[src/rtl/demux_pkg.sv]
// Shared constants and elaboration helpers for the 1-to-N stream demux.
// Holds the default geometry and a constant-foldable ceil(log2) for parameter checks.
package demux_pkg;

   localparam int DEFAULT_WIDTH = 8;
   localparam int DEFAULT_N     = 4;
   localparam int DEFAULT_SEL_W = 2;

   function automatic int clog2(input int value);
      int result;
      result = 32'sd0;
      for (int i = 32'sd0; i < 32'sd31; i++) begin
         if ((32'sd1 << i) < value) begin
            result = i + 32'sd1;
         end else begin
            result = result;
         end
      end
      return result;
   endfunction

endpackage

[src/rtl/demux_slot.sv]
// One-entry output holding register: loads a beat, holds it under backpressure,
// and empties when the consumer takes it without a refill in the same cycle.
module demux_slot
   import demux_pkg::*;
#(
   parameter int WIDTH = DEFAULT_WIDTH
) (
   input  logic             clk,
   input  logic             rst,
   input  logic             load,
   input  logic [WIDTH-1:0] load_data,
   input  logic             drain,
   output logic             valid,
   output logic [WIDTH-1:0] data
);

   // Load wins over drain so a drained slot can be refilled on the same edge.
   always_ff @(posedge clk) begin
      if (rst) begin
         valid <= 1'b0;
         data  <= {WIDTH{1'b0}};
      end else if (load) begin
         valid <= 1'b1;
         data  <= load_data;
      end else if (drain) begin
         valid <= 1'b0;
      end else begin
         valid <= valid;
      end
   end

endmodule

[src/rtl/demux_1_to_n_stream.sv]
// Registered 1-to-N valid/ready demux with broadcast. Each channel has its own
// holding slot so a stalled consumer only blocks beats addressed to it.
module demux_1_to_n_stream
   import demux_pkg::*;
#(
   parameter int WIDTH = DEFAULT_WIDTH,
   parameter int N     = DEFAULT_N,
   parameter int SEL_W = DEFAULT_SEL_W
) (
   input  logic               clk,
   input  logic               rst,
   input  logic               in_valid,
   output logic               in_ready,
   input  logic [WIDTH-1:0]   in_data,
   input  logic [SEL_W-1:0]   in_sel,
   input  logic               in_bcast,
   output logic [N-1:0]       out_valid,
   input  logic [N-1:0]       out_ready,
   output logic [N*WIDTH-1:0] out_data,
   output logic               sel_err
);

   if (SEL_W < clog2(N) || N < 2 || N > 16) begin : g_param_check
      $error("demux_1_to_n_stream: need 2 <= N <= 16 and SEL_W >= clog2(N)");
   end

   // One extra bit so N itself is representable when N == 2**SEL_W.
   localparam logic [SEL_W:0] N_EXT = N[SEL_W:0];

   logic         sel_ok_s;
   logic         accept_s;
   logic [N-1:0] free_s;
   logic [N-1:0] tgt_s;
   logic [N-1:0] load_s;

   assign sel_ok_s = ({1'b0, in_sel} < N_EXT);
   assign free_s   = ~out_valid | out_ready;

   // Illegal selects are always accepted so they can be dropped; otherwise every
   // targeted slot must be free, which makes broadcast all-or-nothing.
   assign in_ready = (in_bcast | sel_ok_s) ? (&(free_s | ~tgt_s)) : 1'b1;
   assign accept_s = in_valid & in_ready;
   assign load_s   = tgt_s & {N{accept_s}};

   for (genvar k = 0; k < N; k++) begin : g_slot
      localparam int KI = k;
      localparam logic [SEL_W-1:0] K_SEL = KI[SEL_W-1:0];

      assign tgt_s[k] = in_bcast | (sel_ok_s & (in_sel == K_SEL));

      demux_slot #(.WIDTH(WIDTH)) u_slot (
         .clk       (clk),
         .rst       (rst),
         .load      (load_s[k]),
         .load_data (in_data),
         .drain     (out_ready[k]),
         .valid     (out_valid[k]),
         .data      (out_data[k*WIDTH +: WIDTH])
      );
   end

   // Flags a beat that was swallowed because its select addressed no channel.
   always_ff @(posedge clk) begin
      if (rst) begin
         sel_err <= 1'b0;
      end else begin
         sel_err <= in_valid & ~in_bcast & ~sel_ok_s;
      end
   end

endmodule

[config.mk]
export PLATFORM = sky130hd
export DESIGN_NAME = demux_1_to_n_stream
export DESIGN_NICKNAME = d
export VERILOG_FILES = /design/src/rtl/demux_pkg.sv /design/src/rtl/demux_slot.sv /design/src/rtl/demux_1_to_n_stream.sv
export SDC_FILE = /design/constraint.sdc
export NUM_CORES = 1
export LEC_CHECK = 0
export CAP_MARGIN = 20
export CORE_UTILIZATION = 43
export DETAILED_ROUTE_END_ITERATION = 16
export GPL_TIMING_DRIVEN = 1
export PLACE_DENSITY = 0.81
export SYNTH_ARGS = -nofsm -noshare
export SYNTH_HDL_FRONTEND = slang
export SYNTH_HIERARCHICAL = 1
export SYNTH_SLANG_ARGS = --single-unit
export TNS_END_PERCENT = 30
[constraint.sdc]
create_clock -name clk -period 1.8 [get_ports clk]
set_input_delay 0.27 -clock clk [delete_from_list [all_inputs] [get_ports clk]]
set_output_delay 0.27 -clock clk [all_outputs]
set_load 0.005 [all_outputs]
Word level (Yosys, flattened, before mapping):

Index checks and enable logic that the tools add are counted.

* bits in registers: 36
* input bits: 18

* equality and inequality tests: 3
* muxes and demuxes: 8
* bitwise gates (word level): 10
* reduce and logical (&&, ||, !) cells: 6

Operator list (number)
* 1-bit two-way mux: 8
* 4-bit inverter: 2
* 4-bit OR: 2
* 2-bit nonzero test: 4
* 4-bit AND: 1
* 2-bit == test (second input constant): 2
* 1-bit OR: 4
* 4-bit AND reduction: 1
* 2-bit by 1-bit == test with 1-bit output (second input constant): 1
* 2-bit logical NOT: 1
* 1-bit AND: 1

Longest topological paths before layout:

Gate-level depths: netlist of the first run.

* word-level depth: 8
* depth in mapped cells: 7

By module:

Netlist of the first run, hierarchy kept.

Modules (own cells, without submodules)
* demux_slot: times used 4, cells each 30, area each 321.6 sq um, seq. area each 180.2 sq um
* demux_1_to_n_stream: times used 1, cells each 23, area each 153.9 sq um, seq. area each 0.0 sq um

Worst setup path after synthesis of the first run:

Ideal clock, no wire load.

* kind: input to register
* start: in in_sel[1]
* end: reg g_slot[2].u_slot.data[0]
* arrival: 1.245 ns
* required time: 1.683 ns
* path slack: 0.438 ns
* cell stages on the path: 7
* path buffers: 1
* path through: nor2b_1 > o21ai_1 > nand3_2 > nor3_2 > buf_6 > mux2i_1 > nor2_1

* word-level cells in the longest chain between the ends: 7
* elaborated cells on any way between the ends: 13

RTL lines
* from (decl): RTL line demux_1_to_n_stream.sv:15 `input logic [SEL_W-1:0] in_sel,`
* 2-bit by 1-bit == test with 1-bit output (tied with other cells): RTL line demux_1_to_n_stream.sv:49 `assign tgt_s[k] = in_bcast | (sel_ok_s & (in_sel == K_SEL));`
* 1-bit OR: RTL line demux_1_to_n_stream.sv:49
* 4-bit inverter: RTL line demux_1_to_n_stream.sv:41 `assign in_ready = (in_bcast | sel_ok_s) ? (&(free_s | ~tgt_s)) : 1'b1;`
* 4-bit OR: RTL line demux_1_to_n_stream.sv:41
* 4-bit AND reduction: RTL line demux_1_to_n_stream.sv:41
* 1-bit AND: RTL line demux_1_to_n_stream.sv:42 `assign accept_s = in_valid & in_ready;`
* 4-bit AND *: RTL line demux_1_to_n_stream.sv:43 `assign load_s = tgt_s & {N{accept_s}};`
* named net load_s[2]: RTL line demux_1_to_n_stream.sv:34 `logic [N-1:0] load_s;`
* to (signal assigned): RTL line demux_slot.sv:21 `data <= {WIDTH{1'b0}};`
* to (signal assigned): RTL line demux_slot.sv:24 `data <= load_data;`
* to (decl): RTL line demux_slot.sv:14 `output logic [WIDTH-1:0] data`

Mark *: on every way through the listed nets, which the timed path passes. The rest lies on a longest branch.
A chain may end at the register's enable or synchronous reset.

Final worst setup path of the first run:

* start: reg g_slot[3].u_slot.valid
* end: out in_ready

* word-level cells in the longest chain between the ends: 4

RTL lines
* from (decl): RTL line demux_slot.sv:13 `output logic valid,`
* from (signal assigned): RTL line demux_slot.sv:28 `valid <= valid;`
* 4-bit inverter: RTL line demux_1_to_n_stream.sv:37 `assign free_s = ~out_valid | out_ready;`
* 4-bit OR: RTL line demux_1_to_n_stream.sv:37
* 4-bit OR: RTL line demux_1_to_n_stream.sv:41
* 4-bit AND reduction: RTL line demux_1_to_n_stream.sv:41
* to (decl): RTL line demux_1_to_n_stream.sv:13 `output logic in_ready,`

Every way passes these cells.

==> flow_metrics.env, run 1 <==
export IMPL_grt_pass1_vias=1258
export IMPL_syn_area_per_cell_um2=10.1
export IMPL_placed_cells=246
export IMPL_synthCells=143
export IMPL_synthMuxAreaShare_pct=22.2
export IMPL_post_cts_buffers=0
export IMPL_syn_nets=161
export IMPL_rsz0062_at_grt="false"
export IMPL_status="finished, final reports clean"
export IMPL_fin_nets=227
export IMPL_grt_start_max_net_pins=37
export IMPL_cellPowerDensity_nw_per_um2=829
export IMPL_drc_errors=0
export IMPL_tritoncts="yes"
export IMPL_die_w_um=59.9
export IMPL_slowest_stage="or3b_4"
export IMPL_max_vdd_ir_drop_mv=0.581
export IMPL_p_leak_uw=0.000871
export IMPL_clock_fmax_ghz=0.579
export IMPL_cp_slowest_stage_delay_ns=0.39
export IMPL_ios=56
export IMPL_cts_sinks=36
export IMPL_die_height_um=59.9
export IMPL_fin_area_um2=2130
export IMPL_hold_path_depth=3
export IMPL_cp_top_family="simple AND/OR/NAND/NOR gates"
export IMPL_placed_area_um2=2070
export IMPL_slew_viol_final=0
export IMPL_setup_viol=0
export IMPL_min_from="out_ready[3]"
export IMPL_finalCritPeriodShare_pct=96.0
export IMPL_worst_r2r_path_depth=8
export IMPL_crit_arrival_ns=1.46
export IMPL_syn_to_final_growth_pct=47.8
export IMPL_clock_path_buffers=2
export IMPL_numCtsBuffers=5
export IMPL_core_um2=3100
export IMPL_synth_adder_area_share_pct=0
export IMPL_final_cell_mix="49 x clkdlybuf4s50_1, 37 x nor2_1, 35 x dfxtp_1"
export IMPL_synth_top_cell_by_area="dfxtp_1"
export IMPL_insertion_delay_ns=0.34
export IMPL_seq_area_frac_synth_pct=50.0
export IMPL_syn_area_um2=1440
export IMPL_grt_pass1_wl_um=5430
export IMPL_power_uw=1760
export IMPL_antenna_found_initial=0
export IMPL_routabilityCongestion=0.729
export IMPL_synth_compound_area_share_pct=3.82
export IMPL_hold_viol=0
export IMPL_final_cells=254
export IMPL_yosysWarnings=6
export IMPL_root_buffer="clkbuf_4"
export IMPL_synth_top_area_share_pct=50.0
export IMPL_path_max_fanout=3
export IMPL_crit_path_end_kind="output pin"
export IMPL_initial_core_util_pct=46.4
export IMPL_ys_top_cells_by_area="dfxtp_1 50%, mux2i_1 22%, nor2_1 9.6%"
export IMPL_reg2reg_from="g_slot[2].u_slot/valid"
export IMPL_crit_path_start_kind="register"
export IMPL_worst_setup_path_type="register to output pin"
export IMPL_num_vias=1225
export IMPL_clk_pin_slew_ns=0.11
export IMPL_tns_ns=0
export IMPL_cp_required_ns=1.53
export IMPL_drive_gt1_share_pct=13.3
export IMPL_rows=20
export IMPL_synth_top_family_by_area="multiplexers"
export IMPL_vias_per_cell=4.82
export IMPL_clock_skew_final_ns=0.0123
export IMPL_hold_end="g_slot[3].u_slot/valid"
export IMPL_cp_cell_sequence="or3b_4, nand3_2, nor2_1, dlygate4sd2_1"
export IMPL_diodes=0
export IMPL_yosys_cell_types_count=21
export IMPL_wl_per_cell_um=13.8
export IMPL_drv_cap=0
export IMPL_hpwl_um=2710
export IMPL_cts_htree_levels=2
export IMPL_die_area_um2=3580
export IMPL_synth_xor_area_share_pct=0
export IMPL_path_buf_inv=1
export IMPL_drt_iter0_markers=25
export IMPL_r2r_end="g_slot[2].u_slot/data[2]"
export IMPL_final_common_cell="clkdlybuf4s50_1"
export IMPL_portBuffers=54
export IMPL_rrSetupSlack_ns=0.15
export IMPL_min_path_type="input pin to register"
export IMPL_overflow=0
export IMPL_synth_seq_cells=36
export IMPL_antenna_left=0
export IMPL_period_minus_slack_ns=1.73
export IMPL_fill_cells=273
export IMPL_drt_total_wl_um=3520
export IMPL_synthSimpleGateAreaFrac_pct=17.5
export IMPL_grt_usage_pct=20.9
export IMPL_firstDrtPassIters=4
==> synth_stat cells <==
library cell and number:
nor2_1 37, dfxtp_1 36, mux2i_1 32, nand2b_1 6, a21oi_1 4, buf_6 4
clkbuf_2 4, inv_1 4, nor2b_1 4, a21oi_2 1, buf_4 1, conb_1 1
nand3_2 1, nand3b_1 1, nand4_2 1, nor3_2 1, o21ai_0 1, o21ai_1 1
o21bai_1 1, o2bb2ai_1 1, or3b_4 1
==> state kept, by name (all words and copies together) (netlist names) <==
register             flops
g_slot.u_slot/data      32
g_slot.u_slot/valid      4
==> where the power goes <==
| part | switching, uW | leakage (uW) | internal (uW) |
|---|---|---|---|
| registers | 33.3 | 0.000296 | 857 |
| logic | 166 | 0.000536 | 243 |
| clock network | 271 | 0.0000386 | 193 |
==> worst max path at each step <==
stage | start | end | slack [ns] | depth (start not counted)
final | g_slot[3].u_slot/valid | in_ready | 0.07 | 4
after global routing | g_slot[2].u_slot/valid | g_slot[0].u_slot/data[4] | 0.03 | 8
after detailed placement | in_bcast | g_slot[2].u_slot/data[2] | -0.40 | 9
after CTS | g_slot[3].u_slot/valid | in_ready | 0.05 | 4
after global placement | in_bcast | in_ready | -0.27 | 6
after floorplan | in_sel[1] | g_slot[2].u_slot/data[0] | 0.44 | 7
==> area by class of cell <==
class / instances / area, um^2 / share of cell area, %
flip-flops and latches: 36 / 722 / 33.9
repair buffers: 68 / 639 / 30.0
multi-input cells: 94 / 632 / 29.7
well taps: 44 / 55.1 / 2.59
clock buffers: 6 / 51.3 / 2.41
inverters: 4 / 15.0 / 0.705
clock inverters: 2 / 13.8 / 0.647
==> logic make-up after synthesis <==
kind of cell	after synthesis
buf+inv	13
compound gates	9
other cells	1
flops	36
simple gates	52
mux	32
==> tightest hold or removal path, delay by kind of cell <==
| family | cells | cell delay (ns) |
|---|---|---|
| simple gates | 1 | 0.11 |
| compound gates | 1 | 0.06 |
| buf+inv | 1 | 0.23 |
==> what timing repair did <==
action / in CTS / in global routing
endpoints found under the setup margin: 4 / 0
hold buffers: 0 / 0
hold endpoints to repair: 0 / 0
gates resized for setup: 6 / 0
==> metrics by stage <==
step	utilization [%]	hold WS (ns)	worst slack, ns
after floorplan	-	0.417	0.438
after global routing	68.6	0.357	0.0269
final	68.6	0.359	0.0726
after global placement	66.7	0.471	-0.269
after detailed placement	66.7	0.483	-0.397
after CTS	68.6	0.342	0.0536
==> per-layer routing <==
metal  vias up  global-route usage, %  wire length [um]
met5         -                      0                 0
met4         0                   9.63                59
met3         7                   7.14               269
met2        46                   36.8              1750
met1       575                   22.2              1440
li1        597                      -                 -
Power figures use the tool's default switching activity.
==> inputs of run 2 (changes only) <==
--- a/config.mk
+++ b/config.mk
@@ -10,6 +10,7 @@
 export DETAILED_ROUTE_END_ITERATION = 16
 export GPL_TIMING_DRIVEN = 1
 export PLACE_DENSITY = 0.81
+export SKIP_CTS_REPAIR_TIMING = 1
 export SYNTH_ARGS = -nofsm -noshare
 export SYNTH_HDL_FRONTEND = slang
 export SYNTH_HIERARCHICAL = 1
==> run 2 against run 1 <==
  * Die area did not move
  * Sequential share of layout area fell by 0.32 points
  * Clock skew barely moved
  * Non-clock buffer count did not move
  * Routed wire length did not move
  * Register-to-register slack improved by 0.06 ns
  * Clock power barely moved
  * Utilization rose by 0.65 points
  * Highest routed layer unchanged
  * Combinational power rose by 1%
==> flow_metrics.env, run 2 (synthesis gave the netlist of run 1 again) <==
export IMPL_fin_nets=227
export IMPL_die_area_um2=3580
export IMPL_tritoncts="yes"
export IMPL_netSwitchingFraction_pct=26.7
export IMPL_drt_iter0_markers=35
export IMPL_clockPowerShare_pct=26.3
export IMPL_vias_per_cell=4.80
export IMPL_p_leak_uw=0.000897
export IMPL_final_common_cell="clkdlybuf4s50_1"
export IMPL_fin_util_pct=69.2
export IMPL_finalCritPeriodShare_pct=92.2
export IMPL_reg2reg_from="g_slot[2].u_slot/valid"
export IMPL_insertion_delay_ns=0.34
export IMPL_die_w_um=59.9
export IMPL_min_path_type="register to register"
export IMPL_crit_path_end_kind="output pin"
export IMPL_crit_path_start_kind="input pin"
export IMPL_diodes=0
export IMPL_root_buffer="clkbuf_4"
export IMPL_clock_skew_final_ns=0.0122
export IMPL_seq_power_share_pct=50.4
export IMPL_r2r_end="g_slot[2].u_slot/data[2]"
export IMPL_tns_ns=0
export IMPL_grt_usage_pct=20.9
export IMPL_drc_errors=0
export IMPL_core_um2=3100
export IMPL_clock_fmax_ghz=0.603
export IMPL_num_vias=1220
export IMPL_grt_pass1_vias=1258
export IMPL_cellPowerDensity_nw_per_um2=823
export IMPL_rrSetupSlack_ns=0.21
export IMPL_firstDrtPassIters=4
export IMPL_hold_viol=0
export IMPL_path_max_fanout=2
export IMPL_crit_arrival_ns=1.39
export IMPL_drt_total_wl_um=3520
export IMPL_worst_r2r_path_depth=8
export IMPL_multiInputGateArea_um2=636
export IMPL_clock_path_buffers=2
export IMPL_initial_core_util_pct=46.4
export IMPL_numCtsBuffers=5
export IMPL_hpwl_um=2710
export IMPL_fill_cells=270
export IMPL_cp_endpoint="in_ready"
export IMPL_wl_per_cell_um=13.8
export IMPL_ios=56
export IMPL_clk_pin_slew_ns=0.11
export IMPL_cp_required_ns=1.53
export IMPL_rsz0062_at_grt="false"
export IMPL_largest_reg_flops=32
export IMPL_worst_setup_path_type="input pin to output pin"
export IMPL_die_height_um=59.9
export IMPL_routabilityCongestion=0.729
export IMPL_cts_sinks=36
export IMPL_antenna_found_initial=0
export IMPL_rows=20
export IMPL_status="finished, final reports clean"
export IMPL_overflow=0
export IMPL_regMostFlops="g_slot.u_slot/data"
export IMPL_drive_gt1_share_pct=13.8
export IMPL_max_vdd_ir_drop_mv=0.581
export IMPL_p_sw_uw=471
export IMPL_internal_power_uw=1300
export IMPL_setup_viol=0
export IMPL_cts_htree_levels=2
export IMPL_period_minus_slack_ns=1.66
export IMPL_drv_cap=0
export IMPL_grt_start_max_net_pins=37
export IMPL_power_frac_comb_pct=23.4
export IMPL_slew_viol_final=0
export IMPL_final_cell_mix="50 x clkdlybuf4s50_1, 37 x nor2_1, 35 x dfxtp_1"
export IMPL_grt_pass1_wl_um=5430
export IMPL_critPathLaunch="out_ready[3]"
export IMPL_syn_to_final_growth_pct=49.2
export IMPL_portBuffers=54
export IMPL_antenna_left=0
export IMPL_top_regs="g_slot.u_slot/data x32, g_slot.u_slot/valid x4"
export IMPL_area_sequential_um2=722
==> run 2: cell count changes in the layout (fill, tap and decap cells not counted) <==
cell	before	now
o21ai_1	1	0
dlymetal6s2s_1	0	4
clkdlybuf4s50_1	49	50
dlygate4sd2_1	5	0
o21ai_2	0	1
==> run 2: worst min path at each step <==
stage                                        start                  endpoint  slack [ns]  cells past startpoint
after floorplan                         in_data[0]  g_slot[0].u_slot/data[0]        0.42                      2
after global placement      g_slot[2].u_slot/valid    g_slot[2].u_slot/valid        0.47                      2
after detailed placement  g_slot[0].u_slot/data[3]  g_slot[0].u_slot/data[3]        0.48                      2
after CTS                   g_slot[1].u_slot/valid    g_slot[1].u_slot/valid        0.50                      2
after global routing        g_slot[3].u_slot/valid    g_slot[3].u_slot/valid        0.52                      2
final                       g_slot[3].u_slot/valid    g_slot[3].u_slot/valid        0.50                      2
==> run 2: per-stage QoR <==
stage               instance area, um^2  hold slack [ns]  setup WS (ns)  instances  total power [uW]
global route                       2150            0.521         0.0354        254              1850
detailed placement                 2070            0.483         -0.397        246              1320
finish                             2150            0.497          0.141        254              1770
CTS                                2130            0.505         -0.324        254              1790
global placement                   2070            0.471         -0.269        246              1300
floorplan                          1440            0.417          0.438        143              1100
==> run 2: per-layer routing <==
metal	GRT usage (%)	vias up	part of all wire (%)
met2	36.8	42	50
met1	22.2	574	41
met3	7.14	7	7.2
met5	0	-	0
met4	9.63	0	1.7
li1	-	597	-
==> run 2: layout make-up <==
type,instances,area share [%]
multi-input cells,94,29.6
inverters,4,0.699
clock inverters,2,0.641
well taps,44,2.56
flip-flops and latches,36,33.6
clock buffers,6,2.39
repair buffers,68,30.5
==> run 2: power groups by stage <==
stage	Sequential [uW]	Combinational, uW	Clock, uW
floorplan	909	188	0
finish	890	413	464
detailed placement	907	415	0
CTS	890	418	480
global route	895	446	512
global placement	903	399	0
==> run 2: worst max-delay path, stage by stage <==
cell,delay (ns)
clkdlybuf4s50_1,0.44
or3b_4,0.42
nand3_2,0.08
nor2_1,0.04
dlymetal6s2s_1,0.15
==> inputs of run 3 (changes only) <==
--- a/config.mk
+++ b/config.mk
@@ -11,6 +11,7 @@
 export GPL_TIMING_DRIVEN = 1
 export PLACE_DENSITY = 0.81
 export SKIP_CTS_REPAIR_TIMING = 1
+export SLEW_MARGIN = 20
 export SYNTH_ARGS = -nofsm -noshare
 export SYNTH_HDL_FRONTEND = slang
 export SYNTH_HIERARCHICAL = 1
==> results of run 3 <==
Same layout as run 2: the final DEF is identical, and so are final timing and power.
